--- src/rtl/loader_pkg.sv ---
// rtl/loader_pkg.sv - shared types and command bytes for the program loader
package loader_pkg;

    typedef enum logic [2:0] {
        IDLE,
        ADDR_LO,
        ADDR_HI,
        LEN_LO,
        LEN_HI,
        PAY_LO,
        PAY_HI,
        DONE
    } state_t;

    localparam logic [7:0] CMD_INST = 8'hA1;
    localparam logic [7:0] CMD_DATA = 8'hA2;
    localparam logic [7:0] CMD_END  = 8'hAF;

endpackage

--- src/rtl/prog_loader.sv ---
// rtl/prog_loader.sv - byte-stream loader filling instruction ROM and data memory
module prog_loader
    import loader_pkg::*;
#(
    parameter int IW  = 9,
    parameter int IAW = 10,
    parameter int DW  = 8,
    parameter int DAW = 8
) (
    input  logic           CLK,
    input  logic           reset,
    input  logic           in_valid,
    input  logic [7:0]     in_data,
    output logic           in_ready,
    output logic           inst_wr_en,
    output logic [IAW-1:0] inst_addr,
    output logic [IW-1:0]  inst_wr_data,
    output logic           data_wr_en,
    output logic [DAW-1:0] data_addr,
    output logic [DW-1:0]  data_wr_data,
    output logic           done,
    output logic           cpu_start,
    output logic           err
);

    state_t         state_q;
    logic           ready_q;
    logic           tgt_inst_q;
    logic [15:0]    ptr_q;
    logic [15:0]    cnt_q;
    logic [7:0]     lo_q;
    logic           inst_we_q;
    logic [IAW-1:0] inst_addr_q;
    logic [IW-1:0]  inst_data_q;
    logic           data_we_q;
    logic [DAW-1:0] data_addr_q;
    logic [DW-1:0]  data_data_q;
    logic           done_q;
    logic           start_q;
    logic           err_q;

    logic xfer;
    assign xfer = in_valid && ready_q;

    always_ff @(posedge CLK) begin
        if (reset) begin
            state_q     <= IDLE;
            ready_q     <= 1'b0;
            tgt_inst_q  <= 1'b0;
            ptr_q       <= '0;
            cnt_q       <= '0;
            lo_q        <= '0;
            inst_we_q   <= 1'b0;
            inst_addr_q <= '0;
            inst_data_q <= '0;
            data_we_q   <= 1'b0;
            data_addr_q <= '0;
            data_data_q <= '0;
            done_q      <= 1'b0;
            start_q     <= 1'b0;
            err_q       <= 1'b0;
        end else begin
            // Strobes and the start pulse live for a single cycle unless re-armed below.
            inst_we_q <= 1'b0;
            data_we_q <= 1'b0;
            start_q   <= 1'b0;
            ready_q   <= (state_q != DONE);
            if (xfer) begin
                case (state_q)
                    IDLE: begin
                        if (in_data == CMD_INST) begin
                            tgt_inst_q <= 1'b1;
                            state_q    <= ADDR_LO;
                        end else if (in_data == CMD_DATA) begin
                            tgt_inst_q <= 1'b0;
                            state_q    <= ADDR_LO;
                        end else if (in_data == CMD_END) begin
                            state_q <= DONE;
                            done_q  <= 1'b1;
                            start_q <= 1'b1;
                            ready_q <= 1'b0;
                        end else begin
                            err_q <= 1'b1;
                        end
                    end
                    ADDR_LO: begin
                        ptr_q[7:0] <= in_data;
                        state_q    <= ADDR_HI;
                    end
                    ADDR_HI: begin
                        ptr_q[15:8] <= in_data;
                        state_q     <= LEN_LO;
                    end
                    LEN_LO: begin
                        cnt_q[7:0] <= in_data;
                        state_q    <= LEN_HI;
                    end
                    LEN_HI: begin
                        cnt_q[15:8] <= in_data;
                        state_q     <= ({in_data, cnt_q[7:0]} == 16'd0) ? IDLE : PAY_LO;
                    end
                    PAY_LO: begin
                        if (tgt_inst_q) begin
                            lo_q    <= in_data;
                            state_q <= PAY_HI;
                        end else begin
                            data_we_q   <= 1'b1;
                            data_addr_q <= ptr_q[DAW-1:0];
                            data_data_q <= DW'(in_data);
                            ptr_q       <= ptr_q + 16'd1;
                            cnt_q       <= cnt_q - 16'd1;
                            state_q     <= (cnt_q == 16'd1) ? IDLE : PAY_LO;
                        end
                    end
                    PAY_HI: begin
                        inst_we_q   <= 1'b1;
                        inst_addr_q <= ptr_q[IAW-1:0];
                        inst_data_q <= IW'({in_data[0], lo_q});
                        ptr_q       <= ptr_q + 16'd1;
                        cnt_q       <= cnt_q - 16'd1;
                        state_q     <= (cnt_q == 16'd1) ? IDLE : PAY_LO;
                    end
                    DONE: begin
                        state_q <= DONE;
                    end
                    default: state_q <= IDLE;
                endcase
            end
        end
    end

    assign in_ready     = ready_q;
    assign inst_wr_en   = inst_we_q;
    assign inst_addr    = inst_addr_q;
    assign inst_wr_data = inst_data_q;
    assign data_wr_en   = data_we_q;
    assign data_addr    = data_addr_q;
    assign data_wr_data = data_data_q;
    assign done         = done_q;
    assign cpu_start    = start_q;
    assign err          = err_q;

endmodule

--- config.mk ---
export PLATFORM = sky130hd
export DESIGN_NAME = prog_loader
export DESIGN_NICKNAME = d
export VERILOG_FILES = /design/src/rtl/loader_pkg.sv /design/src/rtl/prog_loader.sv
export SDC_FILE = /design/constraint.sdc
export NUM_CORES = 1
export LEC_CHECK = 0
export CAP_MARGIN = 40
export CORE_MARGIN = 2
export CORE_UTILIZATION = 39
export DETAILED_ROUTE_END_ITERATION = 10
export SETUP_SLACK_MARGIN = 0.3
export SYNTH_ARGS = -nofsm -noshare
export SYNTH_HDL_FRONTEND = slang
export SYNTH_SLANG_ARGS = --single-unit
--- constraint.sdc ---
create_clock -name CLK -period 2.3 [get_ports CLK]
set_input_delay 0.23 -clock CLK [delete_from_list [all_inputs] [get_ports CLK]]
set_output_delay 0.23 -clock CLK [all_outputs]
set_load 0.01 [all_outputs]
## Yosys cells after proc, flatten, opt, wreduce, memory -nomap -nowiden

Index checks and enable logic that the tools add are counted.

- Output and inout port bits: 41
- Input bits: 11
- Register bits after elaboration: 85
- Logic and storage cells: 85

- Add/sub/neg operators: 2
- Mux-type cells: 23
- Bitwise logic cells: 7
- Reductions and logical operators: 22
- Equal/unequal tests: 14

Operators by type and width:

| operator | number |
|---|---|
| $pmux W8 S3 | 4 |
| $mux W16 | 2 |
| $eq A8 B8 Y1 const B | 3 |
| $pmux W3 S8 | 1 |
| $reduce_and A3 Y1 | 7 |
| $mux W3 | 6 |
| $add A16 B1 Y16 const B | 1 |
| $eq A16 B1 Y1 const B | 1 |
| $logic_not A16 Y1 | 1 |
| $sub A16 B1 Y16 const B | 1 |
| $eq A3 B3 Y1 const B | 4 |
| $reduce_bool A3 Y1 | 4 |
| $mux W1 | 10 |
| $reduce_and A5 Y1 | 2 |
| $not A1 Y1 | 7 |
| $eq A3 B2 Y1 const B | 2 |
| $reduce_or A5 Y1 | 1 |
| $ne A4 B4 Y1 const B | 1 |
| $reduce_and A2 Y1 | 2 |
| $eq A3 B1 Y1 const B | 1 |
| $logic_not A3 Y1 | 1 |
| $ne A3 B3 Y1 const B | 1 |
| $reduce_or A3 Y1 | 1 |
| $ne A2 B2 Y1 const B | 1 |
| 3 further kinds | 3 |

## Depth between registers and ports, before layout

Gate-level depths: netlist of run 1.

- Depth in word-level cells: 6
- Gate-level depth with buffers: 7

## Worst setup path before layout of run 1

No wires, ideal clock.

- Path kind: flip-flop to flip-flop
- Start point: reg state_q[2]
- End point: reg data_addr_q[0], in the netlist data_addr[0]
- Library setup time: 128 ps
- Cell stages (with the launch flop): 7
- Arrival time: 1,475 ps
- Slack: 697 ps
- Clock period less this slack: 1,603 ps
- Cells stage by stage: dfxtp_1 -> buf_4 -> nand3_1 -> nor3_4 -> buf_4 -> mux2i_1 -> nor2_1

- Word-level cells in the longest chain between the ends: 2

RTL lines:

| item | RTL line | source |
|---|---|---|
| start, declared | prog_loader.sv:26 | `state_t state_q;` |
| start signal, assigned | prog_loader.sv:100 | `state_q <= ({in_data, cnt_q[7:0]} == 16'd0) ? IDLE : PAY_LO;` |
| start signal, assigned | prog_loader.sv:112 | `state_q <= (cnt_q == 16'd1) ? IDLE : PAY_LO;` |
| start signal, assigned | prog_loader.sv:121 | `state_q <= (cnt_q == 16'd1) ? IDLE : PAY_LO;` |
| $eq A3 B3 Y1 | prog_loader.sv:69 | `case (state_q)` |
| $reduce_and A3 Y1 (no source line) | n/a |  |
| end signal, assigned | prog_loader.sv:108 | `data_addr_q <= ptr_q[DAW-1:0];` |
| end, declared | prog_loader.sv:36 | `logic [DAW-1:0] data_addr_q;` |

No other way between the ends.
A chain may end at the register's enable or synchronous reset.

## Worst setup path in the final report of run 1

- Start point: reg state_q[0]
- End point: reg cnt_q[15]

- Word-level cells in the longest chain between the ends: 3
- Elaborated cells on any way between the ends: 7

RTL lines:

| item | RTL line | source |
|---|---|---|
| $eq A3 B3 Y1 | prog_loader.sv:69 |  |
| $ne A2 B2 Y1 (no source line) / $reduce_bool A3 Y1 (equally long branches) | n/a |  |
| $reduce_and A3 Y1 (no source line) | n/a |  |
| end signal, assigned | prog_loader.sv:99 | `cnt_q[15:8] <= in_data;` |
| end signal, assigned | prog_loader.sv:111 | `cnt_q <= cnt_q - 16'd1;` |
| end signal, assigned | prog_loader.sv:120 | `cnt_q <= cnt_q - 16'd1;` |
| end, declared | prog_loader.sv:30 | `logic [15:0] cnt_q;` |

Parallel ways exist; a longest one is shown, timed or not.

==> impl_metrics.env, run 1 <==
export IMPL_cts_hold_buf=0
export IMPL_syn_instance_count=467
export IMPL_cts_root_buffer="clkbuf_8"
export IMPL_critPathLaunchType="register"
export IMPL_die_h_um=103
export IMPL_fin_skew_ns=0.0125
export IMPL_cts_buffers=9
export IMPL_setup_viol=0
export IMPL_endpoint_kind="register"
export IMPL_clk_path_buf_depth=2
export IMPL_clock_sinks=79
export IMPL_yosysTopAreaCellShare=0.415
export IMPL_htreeDepth=3
export IMPL_initial_core_util=0.395
export IMPL_grt_total_usage=0.208
export IMPL_hold_violations=0
export IMPL_grt_pass1_vias=3318
export IMPL_die_area_um2=10600
export IMPL_p_per_area_nw_per_um2=547
export IMPL_cp_data_arrival_time_ns=2.21
export IMPL_grt_max_degree=43
export IMPL_status="finished clean"
export IMPL_overflow=0
export IMPL_fin_area_um2=4770
export IMPL_r2r_cells=6
export IMPL_fin_cells=657
export IMPL_yosysTopAreaCell="dfxtp_1"
export IMPL_r2r_start="state_q[0]"
export IMPL_synth_cell_types=56
export IMPL_holdCritPathClass="in2reg"
export IMPL_slew_violations=0
export IMPL_reg2reg_setup_slack_ns=0.40
export IMPL_ios=52
export IMPL_diodes=0
export IMPL_placed_cells=640
export IMPL_rsz0062_at_grt="yes"
export IMPL_fill_cells=949
export IMPL_min_delay_start="reset"
export IMPL_finalCriticalPeriod_ns=1.90
export IMPL_timing_fmax_ghz=0.525
export IMPL_crit_path_max_fanout=20
export IMPL_finalWeightedCongestion=0.854
export IMPL_core_rowCount=36
export IMPL_final_util=0.495
export IMPL_core_um2=9640
export IMPL_synth_seq_cells=79
export IMPL_seq_power_share=0.527
export IMPL_seq_area_frac_synth=0.415
export IMPL_clkSlewWorstSetupHoldPaths_ns=0.08
export IMPL_via_per_inst=5.38
export IMPL_regToRegEndpoint="cnt_q[15]"
export IMPL_placed_area_um2=4540
export IMPL_synth_fp_nets=482
export IMPL_synth_ff_type="dfxtp_1"
export IMPL_slew_headroom=0.676
export IMPL_dp_hpwl_um=7430
export IMPL_dr_pass1_iters=4
export IMPL_clockPowerShare=0.424
export IMPL_drt_iter0_drc=257
export IMPL_die_w_um=103
export IMPL_period_share=0.828
export IMPL_combPwrFrac=0.049
export IMPL_routedWlPerCell_um=15.9
export IMPL_ys_async_sr_fraction=0
export IMPL_drc=0
export IMPL_antenna_found_initial=0
export IMPL_maxCapViolCount=0
export IMPL_hold_end="cnt_q[3]"
export IMPL_drive_gt1_frac=0.103
export IMPL_leakagePower_uw=0.00166
export IMPL_ys_top_cells_by_area="dfxtp_1 (42%), mux2i_1 (6.3%), nand2_1 (6.2%)"
export IMPL_routed_wirelength_um=10500
export IMPL_p_sw_uw=672
export IMPL_tns_ns=0
export IMPL_tightest_slew_ns=0.484
export IMPL_min_path_cells=2
export IMPL_p_int_uw=1940
export IMPL_postSynthAreaPerCell_um2=8.15
export IMPL_vias=3533
export IMPL_area_growth_pct=25.2
export IMPL_clkLatencyLatePin_ns=0.36
export IMPL_p_sw_frac=0.257
export IMPL_tritoncts="yes"
export IMPL_synthesis_area_um2=3810
export IMPL_critPathKind="reg2reg"
export IMPL_nets=534
export IMPL_vdd_drop_max_mv=0.235
export IMPL_grt_pass1_wl_um=17000
export IMPL_worstPathRequired_ns=2.60
export IMPL_portBuffers=51
export IMPL_postRouteAntennaNets=0
export IMPL_ys_warn_count=0
export IMPL_synth_edf_count=0
[cells in the final DEF (no fill, tap or decap), types with 3 or more instances in the layout]
master | synthesis | final
a211oi_1 | 3 | 3
a21oi_1 | 47 | 47
a311oi_1 | 3 | 3
and2_1 | 11 | 11
and3_1 | 3 | 3
buf_12 | 0 | 4
buf_4 | 5 | 19
clkbuf_8 | 0 | 9
clkdlybuf4s50_1 | 0 | 50
clkinv_4 | 0 | 3
dfxtp_1 | 79 | 77
ha_1 | 4 | 4
inv_1 | 8 | 8
mux2i_1 | 24 | 24
nand2_1 | 63 | 63
nand2b_1 | 5 | 5
nand3_1 | 12 | 12
nand3b_1 | 4 | 4
nand4_1 | 7 | 7
nor2_1 | 49 | 49
nor2b_1 | 3 | 3
nor3_1 | 12 | 12
nor3b_1 | 8 | 8
nor4_1 | 9 | 9
o21a_1 | 6 | 6
o21ai_0 | 29 | 29
o31ai_1 | 3 | 3
[synthesized netlist by cell type, types with 2 or more instances]
master and n:
o21ai_0 29, and3_1 3, buf_2 4, a21oi_1 47, nor3_2 2, nand3_1 12
nor2_1 49, inv_1 8, nor4_1 9, o31ai_1 3, o32ai_1 2, o211ai_1 2
nor3_1 12, o22ai_1 2, xor2_1 2, a311oi_1 3, buf_4 5, and4_1 2
a21o_1 2, mux2i_1 24, dfxtp_1 79, nor2b_1 3, a211oi_1 3, a31oi_1 2
clkbuf_1 22, nor4b_1 3, nor3b_1 8, nand4_1 7, o311a_1 2, ha_1 4
nand3b_1 4, or3_1 2, nand2b_1 5, and2_1 11, nand2_1 63, o21a_1 6
a22oi_1 2
[registers in the layout, indices dropped and copies added (netlist names), 3 cells and up]
register,count
data_wr_data,8
data_addr,8
lo_q,8
state_q,3
inst_wr_data,9
ptr_q,10
inst_addr,10
cnt_q,16
[power groups by stage]
stage	clock [uW]	combinational (uW)	sequential [uW]
floorplan	0	63.1	1410
CTS	1130	129	1370
global placement	0	128	1410
detailed placement	0	128	1410
finish	1110	129	1370
global route	1190	139	1380
[cell type report]
| cell class | count | area [um^2] | share of cell area |
|---|---|---|---|
| inverters | 8 | 30.0 | 0.00630 |
| well taps | 133 | 166 | 0.0349 |
| multi-input cells | 347 | 2050 | 0.431 |
| flip-flops and latches | 79 | 1580 | 0.332 |
| repair buffers | 74 | 728 | 0.153 |
| clock inverters | 7 | 81.3 | 0.0171 |
| clock buffers | 9 | 124 | 0.0260 |
[worst max path at each step]
stage	startpoint	end	slack, ns
CTS	state_q[2]	ptr_q[1]	0.30
global placement	cnt_q[1]	state_q[2]	0.29
global route	state_q[0]	ptr_q[6]	0.29
finish	state_q[0]	cnt_q[15]	0.40
detailed placement	in_data[3]	state_q[0]	0.31
floorplan	state_q[2]	data_addr[0]	0.70
[what timing repair did]
item,4_1_cts,5_1_grt
setup endpoints to repair,0,47
gates resized for setup,0,5
endpoints found under the hold margin,0,0
buffers inserted,0,1
[critical path: stages, from the launching register on]
cell and delay [ns]:
dfxtp_1 0.57, xor2_2 0.28, and2_1 0.35, buf_12 0.20
nor2_1 0.08, o21ai_0 0.19, o311a_1 0.18
[cells by family (layout without fill, tap and decap cells)]
group                      count (synthesis)  after routing  share of synthesized area
muxes                                     24             24                     0.0631
buffers and inverters                     41             98                     0.0490
xor gates and xnor gates                   4              4                     0.0112
adders and majority gates                  4              4                     0.0131
DFF                                       79             79                      0.415
and+or+nand+nor                          199            199                      0.263
AOI/OAI and AO/OA                        116            116                      0.185
[through the flow]
| stage | hold WS (ns) | setup WS [ns] | power, uW |
|---|---|---|---|
| after global routing | 0.273 | 0.294 | 2700 |
| final | 0.278 | 0.395 | 2610 |
| after detailed placement | 0.441 | 0.310 | 1540 |
| after CTS | 0.266 | 0.300 | 2630 |
| after global placement | 0.435 | 0.285 | 1530 |
| after floorplan | 0.374 | 0.697 | 1470 |
[metal layers]
| layer | wire [um] | up-vias | track usage |
|---|---|---|---|
| met3 | 447 | 11 | 0.0231 |
| met1 | 5080 | 1694 | 0.304 |
| li1 | - | 1754 | - |
| met4 | 133 | 0 | 0.0688 |
| met2 | 4790 | 74 | 0.320 |
| met5 | 0 | - | 0 |
No activity file was read; power rests on OpenSTA's default activity.
==> run 2: changes to the inputs <==
Clock period 2.3 ns to 1.9 ns, I/O delays scaled along.
==> run 2 against run 1 <==
Effect of this change:
- global-route usage is 0.42 points higher
- largest cell class unchanged
- die area unchanged
- sequential power grew 21%
- total power increased by 24%
- critical endpoint is now cnt_q[14]
- sequential cell count unchanged
- non-clock buffer count is 29 higher
- worst hold slack better by 0.025 ns
- register-to-register slack got worse by 0.13 ns
- sequential share of layout area is 2.6 points lower
- setup slack worse by 0.13 ns
- maximum frequency increased by 17%
==> impl_metrics.env, run 2 (synthesized netlist as in run 1, its figures left out) <==
export IMPL_status="finished clean"
export IMPL_diodes=0
export IMPL_rsz0062_at_grt="yes"
export IMPL_htreeDepth=3
export IMPL_seq_power_share=0.511
export IMPL_grt_pass1_wl_um=17300
export IMPL_ios=52
export IMPL_regMostFlops="cnt_q"
export IMPL_tritoncts="yes"
export IMPL_dr_pass1_iters=5
export IMPL_clkLatencyLatePin_ns=0.36
export IMPL_startpoint="cnt_q[8]"
export IMPL_portBuffers=51
export IMPL_clk_path_buf_depth=2
export IMPL_crit_path_max_fanout=4
export IMPL_clkSlewWorstSetupHoldPaths_ns=0.09
export IMPL_hold_violations=0
export IMPL_setup_viol=0
export IMPL_area_growth_pct=37.8
export IMPL_drive_gt1_frac=0.215
export IMPL_clockPowerShare=0.436
export IMPL_die_h_um=103
export IMPL_vias=3733
export IMPL_via_per_inst=5.44
export IMPL_largest_register_ff_count=16
export IMPL_core_um2=9640
export IMPL_die_w_um=103
export IMPL_postRouteAntennaNets=0
export IMPL_die_area_um2=10600
export IMPL_fin_skew_ns=0.0131
export IMPL_finalCriticalPeriod_ns=1.63
export IMPL_routedWlPerCell_um=16.2
export IMPL_routed_wirelength_um=11100
export IMPL_tns_ns=0
export IMPL_overflow=0
export IMPL_placed_area_um2=4710
export IMPL_slew_headroom=0.621
export IMPL_fin_ws_ns=0.270
export IMPL_r2r_start="cnt_q[8]"
export IMPL_timing_fmax_ghz=0.614
export IMPL_vdd_drop_max_mv=0.370
export IMPL_worstPathCellList="nor4_4, nand2_2, buf_4, nor3_4, a21oi_1, o32ai_1"
export IMPL_p_sw_uw=773
export IMPL_p_int_uw=2470
export IMPL_cp_data_arrival_time_ns=1.90
export IMPL_drc=0
export IMPL_leakagePower_uw=0.00186
export IMPL_p_sw_frac=0.238
export IMPL_critical_path_max_stage_delay_ns=0.35
export IMPL_drt_iter0_drc=232
export IMPL_maxCapViolCount=0
export IMPL_dp_slack_ns=0.0272
export IMPL_combPwrFrac=0.053
export IMPL_finalWeightedCongestion=0.882
export IMPL_slew_violations=0
export IMPL_p_per_area_nw_per_um2=619
export IMPL_cp_slowest_cell="dfxtp_1"
export IMPL_critPathKind="reg2reg"
export IMPL_fin_area_um2=5250
export IMPL_worstPathRequired_ns=2.17
export IMPL_nets=563
export IMPL_antenna_found_initial=0
export IMPL_cts_buffers=9
export IMPL_period_share=0.858
export IMPL_clock_sinks=79
export IMPL_crit_end="cnt_q[14]"
export IMPL_r2r_cells=6
export IMPL_core_rowCount=36
export IMPL_initial_core_util=0.395
export IMPL_critPathLaunchType="register"
export IMPL_reg2reg_setup_slack_ns=0.27
export IMPL_grt_total_usage=0.212
export IMPL_endpoint_kind="register"
export IMPL_grt_pass1_vias=3414
export IMPL_cts_root_buffer="clkbuf_8"
export IMPL_dp_hpwl_um=7450
export IMPL_final_common_cell="dfxtp_1"
export IMPL_min_delay_start="reset"
export IMPL_holdCritPathClass="in2reg"
export IMPL_tightest_slew_ns=0.569
export IMPL_regToRegEndpoint="cnt_q[14]"
export IMPL_mostFrequentLayoutCells="dfxtp_1 (68), nand2_1 (58), clkdlybuf4s50_1 (50), nor2_1 (48), a21oi_1 (46)"
export IMPL_grt_max_degree=48
-- run 2: cell count changes in the layout (fill, tap and decap cells not counted), moves of 5 or more --
| cell | change |
|---|---|
| buf_4 | +23 |
| o21ai_0 | -12 |
| o21ai_1 | +12 |
| dfxtp_1 | -9 |
| dfxtp_2 | +5 |
| nand2_1 | -5 |
-- run 2: worst min-delay path by stage --
stage                      endpoint  slack, ns  depth (start not counted)
floorplan                   lo_q[4]       0.33                          2
global placement               done       0.44                          2
detailed placement  inst_wr_data[0]       0.45                          2
CTS                             err       0.30                          2
global route                    err       0.34                          2
finish                          err       0.30                          2
-- run 2: final cells by class --
| cell class | instances | area, um^2 |
|---|---|---|
| timing repair buffer | 103 | 980 |
| fill | 948 | 4390 |
| inverter | 8 | 32.5 |
| tap | 133 | 166 |
| sequential | 79 | 1610 |
| clock buffer | 10 | 128 |
| multi-input combinational | 347 | 2240 |
| clock inverter | 6 | 92.6 |
-- run 2: repair_timing --
action,4_1_cts,5_1_grt
resized for setup,23,50
setup buffers,4,6
setup endpoints to repair,56,42
hold buffers,0,0
pin swaps,5,11
gates cloned,0,1
-- run 2: per-stage QoR --
step / std cells / utilization / power (uW) / hold WS, ns
final: 686 / 0.544 / 3250 / 0.303
after global routing: 686 / 0.544 / 3360 / 0.345
after CTS: 679 / 0.522 / 3270 / 0.300
after detailed placement: 659 / 0.488 / 1860 / 0.446
after global placement: 659 / 0.488 / 1860 / 0.435
after floorplan: 467 / - / 1780 / 0.334
-- run 2: power by group through the flow --
stage | Sequential, uW | Clock [uW] | Combinational, uW
global placement | 1700 | 0 | 161
CTS | 1660 | 1440 | 165
detailed placement | 1700 | 0 | 161
floorplan | 1700 | 0 | 76.4
finish | 1660 | 1420 | 173
global route | 1660 | 1510 | 186
-- run 2: layer usage --
layer / wire length (um) / up-vias / track usage
met4: 123 / 0 / 0.0607
met2: 5330 / 132 / 0.339
li1: - / 1818 / -
met1: 5090 / 1770 / 0.298
met5: 0 / - / 0
met3: 539 / 13 / 0.0325
-- run 2: critical path: cells and delay by family, from the launching register on --
kind | cells | cell delay (ns)
compound gates | 2 | 0.34
flops | 1 | 0.35
buf+inv | 1 | 0.18
simple gates | 3 | 0.67
==> run 3: changes to the inputs <==
Settings changed: CORE_UTILIZATION 39 to 55, PLACE_DENSITY set to 0.8.
==> run 3 against run 2 <==
Effect of this change:
- clock-buffer cell count is 1 lower
- die area down 28%
- clock skew is 0.0049 ns higher
- register-to-register slack is essentially flat
- utilization increased by 20 points
- wire length shrank 4.4%
- sequential cell count is the same
- cell area is 3.8% lower
==> impl_metrics.env, run 3 (synthesized netlist as in run 1, its figures left out) <==
export IMPL_status="finished clean"
export IMPL_die_area_um2=7600
export IMPL_regToRegEndpoint="state_q[2]"
export IMPL_cp_data_arrival_time_ns=1.88
export IMPL_r2r_cells=7
export IMPL_fin_skew_ns=0.0179
export IMPL_cts_root_buffer="clkbuf_8"
export IMPL_grt_pass1_wl_um=16700
export IMPL_final_common_cell="dfxtp_1"
export IMPL_grt_pass1_vias=3460
export IMPL_core_rowCount=30
export IMPL_final_util=0.746
export IMPL_clkLatencyLatePin_ns=0.36
export IMPL_die_w_um=87.2
export IMPL_htreeDepth=3
export IMPL_holdCritPathClass="in2reg"
export IMPL_drc=0
export IMPL_clkSlewWorstSetupHoldPaths_ns=0.09
export IMPL_antenna_found_initial=0
export IMPL_cp_slowest_cell="dfxtp_2"
export IMPL_fin_area_um2=5040
export IMPL_grt_max_degree=44
export IMPL_routedWlPerCell_um=17.1
export IMPL_portBuffers=51
export IMPL_vdd_drop_max_mv=0.643
export IMPL_combPwrFrac=0.054
export IMPL_drt_iter0_drc=294
export IMPL_cts_hold_buf=0
export IMPL_hold_end="cnt_q[3]"
export IMPL_critPathLaunchType="register"
export IMPL_core_um2=6760
export IMPL_maxCapViolCount=0
export IMPL_dp_hpwl_um=6880
export IMPL_overflow=0
export IMPL_ios=52
export IMPL_endpoint_kind="register"
export IMPL_reg2reg_setup_slack_ns=0.26
export IMPL_via_per_inst=6.04
export IMPL_tritoncts="yes"
export IMPL_r2r_start="cnt_q[2]"
export IMPL_nets=550
export IMPL_diodes=0
export IMPL_p_sw_frac=0.253
export IMPL_p_per_area_nw_per_um2=626
export IMPL_die_h_um=87.2
export IMPL_initial_core_util=0.564
export IMPL_mostFrequentLayoutCells="dfxtp_1 (70), nand2_1 (59), clkdlybuf4s50_1 (48), nor2_1 (47), a21oi_1 (45)"
export IMPL_timing_fmax_ghz=0.609
export IMPL_setup_viol=0
export IMPL_tns_ns=0
export IMPL_slew_headroom=0.710
export IMPL_critPathMostFrequentCell="buf_4"
export IMPL_area_growth_pct=32.5
export IMPL_grt_total_usage=0.279
export IMPL_rsz0062_at_grt="yes"
export IMPL_min_path_cells=2
export IMPL_regMostFlops="cnt_q"
export IMPL_finalCriticalPeriod_ns=1.64
export IMPL_postRouteAntennaNets=0
export IMPL_worstPathCellList="nor4_4, buf_4, nand4_1, buf_4, o21bai_1, and4_1, a2111oi_2"
export IMPL_placed_area_um2=4540
export IMPL_vias=3746
export IMPL_crit_path_max_fanout=3
export IMPL_hold_violations=0
export IMPL_drive_gt1_frac=0.196
export IMPL_period_share=0.865
export IMPL_clk_path_buf_depth=2
export IMPL_critPathKind="reg2reg"
export IMPL_cts_buffers=9
export IMPL_dr_pass1_iters=5
export IMPL_finalWeightedCongestion=0.954
export IMPL_min_delay_start="reset"
export IMPL_clockPowerShare=0.420
export IMPL_largest_register_ff_count=16
export IMPL_routed_wirelength_um=10600
export IMPL_slew_violations=0
export IMPL_p_int_uw=2360
export IMPL_whs_ns=0.247
export IMPL_seq_power_share=0.526
export IMPL_leakagePower_uw=0.00180
export IMPL_p_sw_uw=799
export IMPL_worstPathRequired_ns=2.13
export IMPL_tightest_slew_ns=0.435
export IMPL_critical_path_max_stage_delay_ns=0.34
export IMPL_clock_sinks=79
## run 3: changes by cell type in the layout (fill, tap and decap cells not counted), sizes merged
cell | before | now
clkbuf | 10 | 9
clkinv | 0 | 2
buf | 53 | 40
clkinvlp | 2 | 1
inv | 10 | 11
bufinv | 2 | 1
clkdlybuf4s50 | 50 | 48
dlymetal6s2s | 0 | 2
## run 3: critical path, delay by kind of cell, from the launching register on
kind,cells,cell delay [ns]
flip-flops,1,0.34
AO/OA/AOI/OAI,2,0.17
AND/OR/NAND/NOR,3,0.65
buffers and inverters,2,0.37
## run 3: metrics by stage
step	total power, uW	setup slack (ns)	instances
2_1_floorplan	1780	0.340	467
3_3_place_gp	1850	0.0718	596
3_5_place_dp	1850	0.0290	596
4_1_cts	3160	0.286	614
5_1_grt	3240	0.135	620
6_report	3160	0.257	620
## run 3: worst max path at each step
stage | startpoint | endpoint | cells past startpoint
final | cnt_q[2] | state_q[2] | 7
after global routing | cnt_q[2] | cnt_q[11] | 5
after CTS | cnt_q[1] | state_q[2] | 8
after detailed placement | in_data[4] | state_q[2] | 6
after global placement | in_data[2] | state_q[0] | 5
after floorplan | cnt_q[1] | state_q[2] | 7
## run 3: timing repair
action                                 in CTS  in global routing
setup buffers                               2                  6
gates resized for setup                    22                 39
endpoints found under the hold margin       0                  0
pin swaps                                   2                  5
setup endpoints to repair                  38                 31
## run 3: power groups by stage
stage | clock [uW] | sequential, uW | combinational [uW]
after floorplan | 0 | 1700 | 76.4
after global placement | 0 | 1700 | 151
after detailed placement | 0 | 1700 | 152
after CTS | 1340 | 1660 | 155
after global routing | 1400 | 1660 | 182
final | 1330 | 1660 | 172
## run 3: area by class of cell
cell class              instances  area (um^2)
multi-input cells             347         2240
fillers                       478         1710
flip-flops and latches         79         1600
repair buffers                 90          865
clock buffers                   9          124
well taps                      80          100
clock inverters                 7         88.8
inverters                       8         30.0
## run 3: routing by layer
| layer | vias to the layer above | global-route usage | wire length (um) |
|---|---|---|---|
| li1 | 1788 | - | - |
| met2 | 152 | 0.457 | 5250 |
| met4 | 0 | 0.103 | 190 |
| met5 | - | 0 | 0 |
| met1 | 1788 | 0.371 | 4540 |
| met3 | 18 | 0.0474 | 610 |
